===== src/rtl/riscv_pkg.sv =====
// Shared RV32 decode types: control bundle, bubble constant, encodings.
// Used by the decode control unit and the ID/EX pipeline register.
package riscv_pkg;

  localparam logic [1:0] RES_ALU = 2'b00;
  localparam logic [1:0] RES_MEM = 2'b01;
  localparam logic [1:0] RES_PC4 = 2'b10;

  localparam logic [2:0] ALU_ADD = 3'b000;
  localparam logic [2:0] ALU_SUB = 3'b001;
  localparam logic [2:0] ALU_AND = 3'b010;
  localparam logic [2:0] ALU_OR  = 3'b011;
  localparam logic [2:0] ALU_XOR = 3'b100;
  localparam logic [2:0] ALU_SLT = 3'b101;
  localparam logic [2:0] ALU_SLL = 3'b110;
  localparam logic [2:0] ALU_SRL = 3'b111;

  typedef struct packed {
    logic       RegWrite;
    logic [1:0] ResultSrc;
    logic       MemWrite;
    logic       Jump;
    logic       Branch;
    logic [2:0] ALUControl;
    logic       ALUSrc;
  } ctrl_t;

  localparam ctrl_t CTRL_NOP = '0;

  // Architectural side effects are dropped for an empty slot.
  function automatic ctrl_t ctrl_gate(ctrl_t c, logic v);
    ctrl_t g;
    g = c;
    if (!v) begin
      g.RegWrite = CTRL_NOP.RegWrite;
      g.MemWrite = CTRL_NOP.MemWrite;
      g.Jump     = CTRL_NOP.Jump;
      g.Branch   = CTRL_NOP.Branch;
    end
    return g;
  endfunction

endpackage


===== src/rtl/flopenrc.sv =====
// Flop with enable, synchronous clear and synchronous active-low reset.
// Priority: reset, clear, enable.
module flopenrc #(
  parameter int W = 1
) (
  input  logic         clk,
  input  logic         rst_n,
  input  logic         en,
  input  logic         clr,
  input  logic [W-1:0] d,
  output logic [W-1:0] q
);

  always_ff @(posedge clk) begin
    if (!rst_n)   q <= '0;
    else if (clr) q <= '0;
    else if (en)  q <= d;
  end

endmodule


===== src/rtl/id_ex_reg.sv =====
// ID/EX pipeline register with stall, flush-to-bubble and a
// saturating count of inserted bubbles.
module id_ex_reg
  import riscv_pkg::*;
#(
  parameter int XLEN  = 32,
  parameter int CNT_W = 8
) (
  input  logic            clk,
  input  logic            rst_n,
  input  logic            StallE,
  input  logic            FlushE,
  input  logic            ValidD,
  input  logic            RegWriteD,
  input  logic            MemWriteD,
  input  logic            JumpD,
  input  logic            BranchD,
  input  logic            ALUSrcD,
  input  logic [1:0]      ResultSrcD,
  input  logic [2:0]      ALUControlD,
  input  logic [2:0]      Funct3D,
  input  logic            Funct7b5D,
  input  logic [XLEN-1:0] RD1D,
  input  logic [XLEN-1:0] RD2D,
  input  logic [XLEN-1:0] PCD,
  input  logic [XLEN-1:0] ImmExtD,
  input  logic [XLEN-1:0] PCPlus4D,
  input  logic [4:0]      Rs1D,
  input  logic [4:0]      Rs2D,
  input  logic [4:0]      RdD,
  output logic            ValidE,
  output logic            RegWriteE,
  output logic            MemWriteE,
  output logic            JumpE,
  output logic            BranchE,
  output logic            ALUSrcE,
  output logic [1:0]      ResultSrcE,
  output logic [2:0]      ALUControlE,
  output logic [2:0]      Funct3E,
  output logic            Funct7b5E,
  output logic [XLEN-1:0] RD1E,
  output logic [XLEN-1:0] RD2E,
  output logic [XLEN-1:0] PCE,
  output logic [XLEN-1:0] ImmExtE,
  output logic [XLEN-1:0] PCPlus4E,
  output logic [4:0]      Rs1E,
  output logic [4:0]      Rs2E,
  output logic [4:0]      RdE,
  output logic [CNT_W-1:0] FlushCountE
);

  ctrl_t ctrl_d;
  ctrl_t ctrl_g;
  logic  en;
  logic  clr;

  assign en  = ~StallE;
  assign clr = FlushE;

  always_comb begin
    ctrl_d            = CTRL_NOP;
    ctrl_d.RegWrite   = RegWriteD;
    ctrl_d.ResultSrc  = ResultSrcD;
    ctrl_d.MemWrite   = MemWriteD;
    ctrl_d.Jump       = JumpD;
    ctrl_d.Branch     = BranchD;
    ctrl_d.ALUControl = ALUControlD;
    ctrl_d.ALUSrc     = ALUSrcD;
  end

  assign ctrl_g = ctrl_gate(ctrl_d, ValidD);

  flopenrc #(1) u_valid (
    .clk, .rst_n, .en, .clr,
    .d(ValidD), .q(ValidE));
  flopenrc #(1) u_rw (
    .clk, .rst_n, .en, .clr,
    .d(ctrl_g.RegWrite), .q(RegWriteE));
  flopenrc #(1) u_mw (
    .clk, .rst_n, .en, .clr,
    .d(ctrl_g.MemWrite), .q(MemWriteE));
  flopenrc #(1) u_jmp (
    .clk, .rst_n, .en, .clr,
    .d(ctrl_g.Jump), .q(JumpE));
  flopenrc #(1) u_br (
    .clk, .rst_n, .en, .clr,
    .d(ctrl_g.Branch), .q(BranchE));
  flopenrc #(1) u_asrc (
    .clk, .rst_n, .en, .clr,
    .d(ctrl_g.ALUSrc), .q(ALUSrcE));
  flopenrc #(2) u_rsrc (
    .clk, .rst_n, .en, .clr,
    .d(ctrl_g.ResultSrc), .q(ResultSrcE));
  flopenrc #(3) u_aluc (
    .clk, .rst_n, .en, .clr,
    .d(ctrl_g.ALUControl), .q(ALUControlE));
  flopenrc #(3) u_f3 (
    .clk, .rst_n, .en, .clr,
    .d(Funct3D), .q(Funct3E));
  flopenrc #(1) u_f7 (
    .clk, .rst_n, .en, .clr,
    .d(Funct7b5D), .q(Funct7b5E));

  flopenrc #(XLEN) u_rd1 (
    .clk, .rst_n, .en, .clr,
    .d(RD1D), .q(RD1E));
  flopenrc #(XLEN) u_rd2 (
    .clk, .rst_n, .en, .clr,
    .d(RD2D), .q(RD2E));
  flopenrc #(XLEN) u_pc (
    .clk, .rst_n, .en, .clr,
    .d(PCD), .q(PCE));
  flopenrc #(XLEN) u_imm (
    .clk, .rst_n, .en, .clr,
    .d(ImmExtD), .q(ImmExtE));
  flopenrc #(XLEN) u_pc4 (
    .clk, .rst_n, .en, .clr,
    .d(PCPlus4D), .q(PCPlus4E));

  flopenrc #(5) u_rs1 (
    .clk, .rst_n, .en, .clr,
    .d(Rs1D), .q(Rs1E));
  flopenrc #(5) u_rs2 (
    .clk, .rst_n, .en, .clr,
    .d(Rs2D), .q(Rs2E));
  flopenrc #(5) u_rd (
    .clk, .rst_n, .en, .clr,
    .d(RdD), .q(RdE));

  // Counts flushes even while stalled; parks at all-ones.
  logic [CNT_W-1:0] cnt_nxt;
  logic             cnt_en;

  assign cnt_nxt = FlushCountE + CNT_W'(1);
  assign cnt_en  = FlushE & ~(&FlushCountE);

  flopenrc #(CNT_W) u_fcnt (
    .clk, .rst_n,
    .en(cnt_en), .clr(1'b0),
    .d(cnt_nxt), .q(FlushCountE));

endmodule


===== config.mk =====
export PLATFORM = sky130hd
export DESIGN_NAME = id_ex_reg
export DESIGN_NICKNAME = d
export VERILOG_FILES = /design/src/rtl/riscv_pkg.sv /design/src/rtl/flopenrc.sv /design/src/rtl/id_ex_reg.sv
export SDC_FILE = /design/constraint.sdc
export NUM_CORES = 1
export LEC_CHECK = 0
export CORE_AREA = 2 2 153 155
export CTS_BUF_LIST = sky130_fd_sc_hd__clkbuf_4
export DETAILED_ROUTE_END_ITERATION = 7
export DIE_AREA = 0 0 155 157
export PLACE_DENSITY_LB_ADDON = 0.2
export SKIP_CTS_REPAIR_TIMING = 1
export SYNTH_ARGS = -nofsm -noshare
export SYNTH_HDL_FRONTEND = slang
export SYNTH_SLANG_ARGS = --single-unit

===== constraint.sdc =====
create_clock -name clk -period 3.21 [get_ports clk]
set_input_delay 0.642 -clock clk [delete_from_list [all_inputs] [get_ports clk]]
set_output_delay 0.642 -clock clk [all_outputs]
set_load 0.01 [all_outputs]

# ---- After elaboration in Yosys (flattened, before gate mapping)
# Index checks and enable logic that the tools add are counted.
dict set report word_totals {
  register_bits 198
  input_bits 194
  output_inout_bits 198
}
dict set report op_classes {
  addsub 1
  n_mux 2
  bitwise 3
  reduce_logical 2
}
# operator count
set ops {}
lappend ops {{adder 8 x 1 -> 8 bit (second input constant)} 1}
lappend ops {{AND reduction 8 bit} 1}
lappend ops {{two-way mux 3 bit} 1}
lappend ops {{inverter 1 bit} 2}
lappend ops {{OR reduction 2 bit} 1}
lappend ops {{AND 1 bit} 1}
lappend ops {{two-way mux 1 bit} 1}

# ---- Depth between registers and ports, before layout
# Gate-level depths: netlist of run 1.
dict set report depth {
  ltp_word 3
  depth_mapped 5
  depth_no_buf 4
}

# ---- Modules after synthesis
# Synthesis of run 1 repeated with hierarchy kept, for this count alone.
dict set report hier_totals {
  hier_cells 670
  hier_area_um2 7460.9
}
# mod n_inst cells_each area_per_inst_um2
set modules_own_cells {}
lappend modules_own_cells {{flopenrc at u_imm ...} 5 104 1173.6}
lappend modules_own_cells {{flopenrc at u_rd ...} 3 17 186.4}
lappend modules_own_cells {{flopenrc at u_asrc ...} 7 3 42.5}
lappend modules_own_cells {{flopenrc at u_fcnt} 1 27 292.8}
lappend modules_own_cells {{flopenrc at u_aluc ...} 2 10 107.6}
lappend modules_own_cells {id_ex_reg 1 24 153.9}
lappend modules_own_cells {{flopenrc at u_rsrc} 1 7 73.8}

# ---- Least setup slack after synthesis of run 1
# No wires, ideal clock.
dict set report synth_path {
  path_type {input to register}
  from {input port StallE}
  to {register u_imm.q[24]}
  setup_time_ns 0.119
  t_arrival_ns 1.374
  slack_ns 1.718
  path_stages 4
  n_path_buf 2
  cell_sequence {buf_2 -> buf_2 -> mux2i_1 -> nor2_4}
}
# item line_no
set synth_rtl {}
lappend synth_rtl {{start, declared} id_ex_reg.sv:11} ;# input logic StallE,
lappend synth_rtl {{end signal, assigned} flopenrc.sv:15} ;# if (!rst_n) q <= '0;
lappend synth_rtl {{end signal, assigned} flopenrc.sv:16} ;# else if (clr) q <= '0;
lappend synth_rtl {{end signal, assigned} flopenrc.sv:17} ;# else if (en) q <= d;
lappend synth_rtl {{end, declared} flopenrc.sv:11} ;# output logic [W-1:0] q

# ---- Final worst setup path of run 1
dict set report layout_path {
  from {register u_fcnt.q[3]}
  to {output port FlushCountE[3]}
}
# item line_no
set layout_rtl {}
lappend layout_rtl {{start, declared} flopenrc.sv:11}
lappend layout_rtl {{start signal, assigned} flopenrc.sv:15}
lappend layout_rtl {{start signal, assigned} flopenrc.sv:16}
lappend layout_rtl {{start signal, assigned} flopenrc.sv:17}
lappend layout_rtl {{end, declared} id_ex_reg.sv:49} ;# output logic [CNT_W-1:0] FlushCountE
# No word-level cell between the ends.

==> flow_summary.toml, run 1 <==
[worst_setup_path]
cp_cell_sequence = "clkdlybuf4s50_1"
ff2ff_path_depth = 4
cp.required_ns = 2.57
crit_slowest_cell = "clkdlybuf4s50_1"
r2r-start = "u_fcnt.q[0]"
path_max_fanout = 10
crit_family = "buffers and inverters"
critPathLaunchType = "flop"
reg2reg_to = "u_fcnt.q[6]"
critPathKind = "flop to primary output"
end_kind = "primary output"
path_depth = 1
arrival_ns = 1.71
worst-path-buf-inv = 1
r2r_slack_ns = 1.74
critical-path-max-stage-delay_ns = 0.61

[die]
fp.dieW_um = 155
die_y_um = 157
die_area_um2 = 24300
core_um2 = 22500
row_count = 55
io_pins = 392
floorplan.initialDensity = 0.354

[grt]
grt_pass1_vias = 5967
grt_max_degree = 49
grt_usage = 0.172
grt_first_pass_wirelength_mm = 32.8
grt_antenna_before_repair = 2
grt_overflow = 0

[power]
powerDensity_nw_per_um2 = 380
ir_worst_vdd_v = 0.000238
power_w = 0.00465
p_leak_nw = 4.73

[clock_tree]
clock_sinks = 198
ctsLongestPathBuffers = 2
cts_root_buf = "clkbuf_4"
cts_buffers = 17
insertion_delay_ns = 0.56
tritoncts = "yes"
cts_htree_levels = 4
clk_pin_slew_worst_paths_ns = 0.18

[sta]
slew_headroom = 0.637
final_hold_viol_count = 0
finClkSkew_ns = 0.0293
whs_ns = 0.515
rsz0062_at_grt = "false"
tns_ns = 0
fmax_mhz = 425
drv_slew = 0
tightest_slew_ns = 0.544
fin_crit_sh = 0.734
worst_slack_ns = 0.855
setup_viol = 0
period_minus_slack_ns = 2.35

[detailed_routing]
drt_iter0_drc = 220
antenna_left = 0
drc = 0
wl_per_cell_um = 16.0
drtPass1Iterations = 4
num_vias = 5970
vias_per_cell = 4.48
drt_wl_total_mm = 21.3

[flow_run]
maxCapViolCount = 0

[worst_hold_path]
hold_depth = 2
min_path_type = "flop to flop"
min_to = "u_pc4.q[19]"
min_from = "u_pc4.q[19]"

[synth]
yosys_register_bits = 198
synth_nets = 851
yosysWarnings = 0
yosysSeqAreaShare = 0.498
syn_area_um2 = 7960
ys_types = 32
syn_area_per_cell_um2 = 12.1
post_synth_inst_count = 656

[cells_and_area]
fin_nets = 1231
drive_above_1_share = 0.138
layout_commonest_cell = "clkdlybuf4s50_1"
final_core_util = 0.544
nFillCells = 2030
syn_to_final_growth_pct = 53.8
mostFrequentLayoutCells = "clkdlybuf4s50_1, dfxtp_1, mux2i_1"

[placed_design]
routabilityCongestion = 0.819
dpl.hpwl_mm = 16.1
dpl_worst_slack_ns = 0.912
numPortBuffers = 391

[status]
status = "finished, final reports clean"
==> area by class of cell <==
class | instances | area [um2] | area share
diodes | 2 | 5.00 | 0.000409
clock buffers | 17 | 128 | 0.0104
clock inverters | 13 | 123 | 0.0100
inverters | 3 | 11.3 | 0.000921
multi-input cells | 412 | 3580 | 0.293
flip-flops and latches | 198 | 3960 | 0.324
well taps | 285 | 357 | 0.0292
repair buffers | 404 | 4070 | 0.332
==> per-stage QoR <==
stage	cells	instance area, um2
6_report	1334	12200
5_1_grt	1334	12200
4_1_cts	1332	12200
3_5_place_dp	1302	12000
3_3_place_gp	1302	12000
2_1_floorplan	656	7960
==> synth_stat cells, drive strengths merged <==
cell	number	share of area
or2	1	0.00079
o21ai	2	0.0013
nand3	1	0.00063
a21boi	1	0.00094
a21oi	3	0.0019
nor2	190	0.18
a41oi	1	0.0011
a311oi	2	0.0022
buf	43	0.051
nor2b	1	0.00079
ha	1	0.0016
and3	2	0.0016
dfxtp	198	0.50
and4b	1	0.0013
nand2b	1	0.00079
a22oi	4	0.0038
or2b	1	0.00094
nand4	1	0.00079
and4	2	0.0022
mux2i	187	0.24
o2111ai	1	0.0011
nor3	1	0.00063
a21o	1	0.00094
inv	3	0.0014
a31oi	2	0.0016
nand2	4	0.0019
a211oi	1	0.00094
==> worst max path at each step <==
stage / endpoint / startpoint / slack [ns]
after CTS: FlushCountE[3] / u_fcnt.q[3] / 0.79
after detailed placement: u_pc.q[30] / rst_n / 0.91
final: FlushCountE[3] / u_fcnt.q[3] / 0.86
after floorplan: u_imm.q[24] / StallE / 1.72
after global routing: FlushCountE[3] / u_fcnt.q[3] / 0.72
after global placement: u_pc.q[26] / rst_n / 0.93
==> state kept, by name, indices dropped and copies added, names as in the netlist, 2 cells and up <==
register	count
u_imm.q	32
u_pc.q	32
u_pc4.q	32
u_rd1.q	32
u_rd2.q	32
u_fcnt.q	8
u_rd.q	5
u_rs1.q	5
u_rs2.q	5
u_aluc.q	3
u_f3.q	3
u_rsrc.q	2
==> logic make-up (layout without fill, tap and decap cells) <==
family | count (synthesis) | in the layout | synth area share
flops | 198 | 198 | 0.498
fa+ha+maj | 1 | 1 | 0.00157
other cells | 0 | 2 | 0
simple gates | 206 | 206 | 0.196
compound gates | 18 | 18 | 0.0157
buf+inv | 46 | 437 | 0.0528
mux | 187 | 187 | 0.235
==> report_power, final <==
part	internal (W)	leakage (nW)	switching (W)	total, W
Clock	0.000328	0.134	0.000900	0.00123
Sequential	0.00254	1.61	0.0000400	0.00258
Combinational	0.000492	2.98	0.000354	0.000846
Total	0.00336	4.73	0.00129	0.00465
==> routing by layer <==
metal | global-route usage | wire length, um
met1 | 0.193 | 8440
met2 | 0.302 | 10800
met3 | 0.0675 | 1680
met4 | 0.0529 | 352
met5 | 0 | 0
No activity file was read; power rests on OpenSTA's default activity.
==> inputs of run 2 (changes only) <==
CORE_AREA = 2 2 154 156   (was 2 2 153 155)
DIE_AREA = 0 0 156 158   (was 0 0 155 157)
clock period = 2.45 ns   (was 3.21 ns; I/O delays follow)
==> run 2 against run 1 <==
  * Cell area up 1.7%
  * Worst hold slack got worse by 0.11 ns
  * Sequential power rose by 31%
  * Non-clock buffer count grew 8
  * Via count decreased by 0.60%
  * Final cell count up 1.0%
  * Sequential share of layout area shrank 0.53 points
  * Core utilization down 0.40 points
  * Clock skew shrank 0.0085 ns
  * Sequential cell count is the same
  * Wire length shrank 1.8%
  * Largest power group unchanged
==> flow_summary.toml, run 2 (synthesis results as in run 1) <==
[flow_run]
maxCapViolCount = 0

[grt]
grt_overflow = 0
grt_pass1_vias = 6046
grt_max_degree = 43
grt_usage = 0.168
grt_first_pass_wirelength_mm = 32.1
grt_antenna_before_repair = 1

[worst_setup_path]
worst-path-buf-inv = 1
end_kind = "primary output"
crit_slowest_cell = "clkdlybuf4s50_1"
critPathKind = "flop to primary output"
path_max_fanout = 10
cp.required_ns = 1.96
crit_family = "buffers and inverters"
critical-path-max-stage-delay_ns = 0.66
r2r_slack_ns = 0.98
cp_cell_sequence = "clkdlybuf4s50_1"
critPathLaunchType = "flop"
arrival_ns = 1.75

[die]
floorplan.initialDensity = 0.345
fp.dieW_um = 156
die_y_um = 158
io_pins = 392
row_count = 56
die_area_um2 = 24600
core_um2 = 23100

[status]
status = "finished, final reports clean"

[detailed_routing]
num_vias = 5934
drt_wl_total_mm = 20.9
vias_per_cell = 4.40
drtPass1Iterations = 5
wl_per_cell_um = 15.5
antenna_left = 0
drc = 0
drt_iter0_drc = 200

[sta]
fin_crit_sh = 0.915
drv_slew = 0
tightest_slew_ns = 0.461
final_hold_viol_count = 0
fmax_mhz = 446
setup_viol = 0
rsz0062_at_grt = "false"
slew_headroom = 0.693
period_minus_slack_ns = 2.24
finClkSkew_ns = 0.0208
tns_ns = 0

[placed_design]
routabilityCongestion = 0.763
dpl.hpwl_mm = 15.9
dpl.cell_count = 1315
place_area_um2 = 12100
numPortBuffers = 391

[power]
powerDensity_nw_per_um2 = 505
ir_worst_vdd_v = 0.000296
p_leak_nw = 4.83
power_w = 0.00628

[cells_and_area]
mostFrequentLayoutCells = "clkdlybuf4s50_1, dfxtp_1, mux2i_1"
drive_above_1_share = 0.145
fin_nets = 1239
syn_to_final_growth_pct = 56.3
fin_area_um2 = 12400
final_cells = 1348
layout_commonest_cell = "clkdlybuf4s50_1"

[clock_tree]
clock_sinks = 198
cts_htree_levels = 4
ctsLongestPathBuffers = 2
clk_pin_slew_worst_paths_ns = 0.17
cts_buffers = 17
tritoncts = "yes"
cts_root_buf = "clkbuf_4"
insertion_delay_ns = 0.55

[worst_hold_path]
min_path_type = "primary input to flop"
run 2: cell types whose count changed in the layout (fill, tap and decap cells not counted), sizes merged:
cell | previous run | this run
bufinv | 0 | 1
diode | 2 | 1
buf | 14 | 22
inv | 7 | 10
clkinv | 8 | 6
run 2: through the flow:
step / hold WS (ns) / utilization / worst slack (ns)
floorplan: 0.505 / - / 1.11
global placement: 0.474 / 0.527 / 0.530
detailed placement: 0.480 / 0.527 / 0.516
CTS: 0.357 / 0.539 / 0.112
global route: 0.360 / 0.540 / 0.0396
finish: 0.403 / 0.540 / 0.208
run 2: layout make-up:
class | instances | area (um2)
Clock inverter | 15 | 164
Clock buffer | 17 | 128
Tap cell | 290 | 363
Inverter | 3 | 11.3
Fill cell | 2124 | 10600
Sequential cell | 198 | 3960
Multi-Input combinational cell | 412 | 3580
Antenna cell | 1 | 2.50
Timing Repair Buffer | 412 | 4230
run 2: worst paths after layout:
path / startpoint / cells after the start / to
worst max-delay path: u_fcnt.q[3] / 1 / FlushCountE[3]
worst max register to register: u_fcnt.q[0] / 4 / u_fcnt.q[1]
worst min-delay path: StallE / 3 / u_rd1.q[28]
worst min register to register: u_valid.q / 2 / u_valid.q
run 2: report_power, final:
group	switching (W)	internal, W	leakage, nW
clock	0.00121	0.000552	0.154
combinational	0.000468	0.000669	3.06
sequential	0.0000534	0.00333	1.61
run 2: metal layers:
metal / global-route usage / up-vias / part of all wire
li1: - / 2978 / -
met1: 0.185 / 2722 / 0.39
met3: 0.0597 / 31 / 0.072
met5: 0 / - / 0
met2: 0.296 / 203 / 0.51
met4: 0.0633 / 0 / 0.026
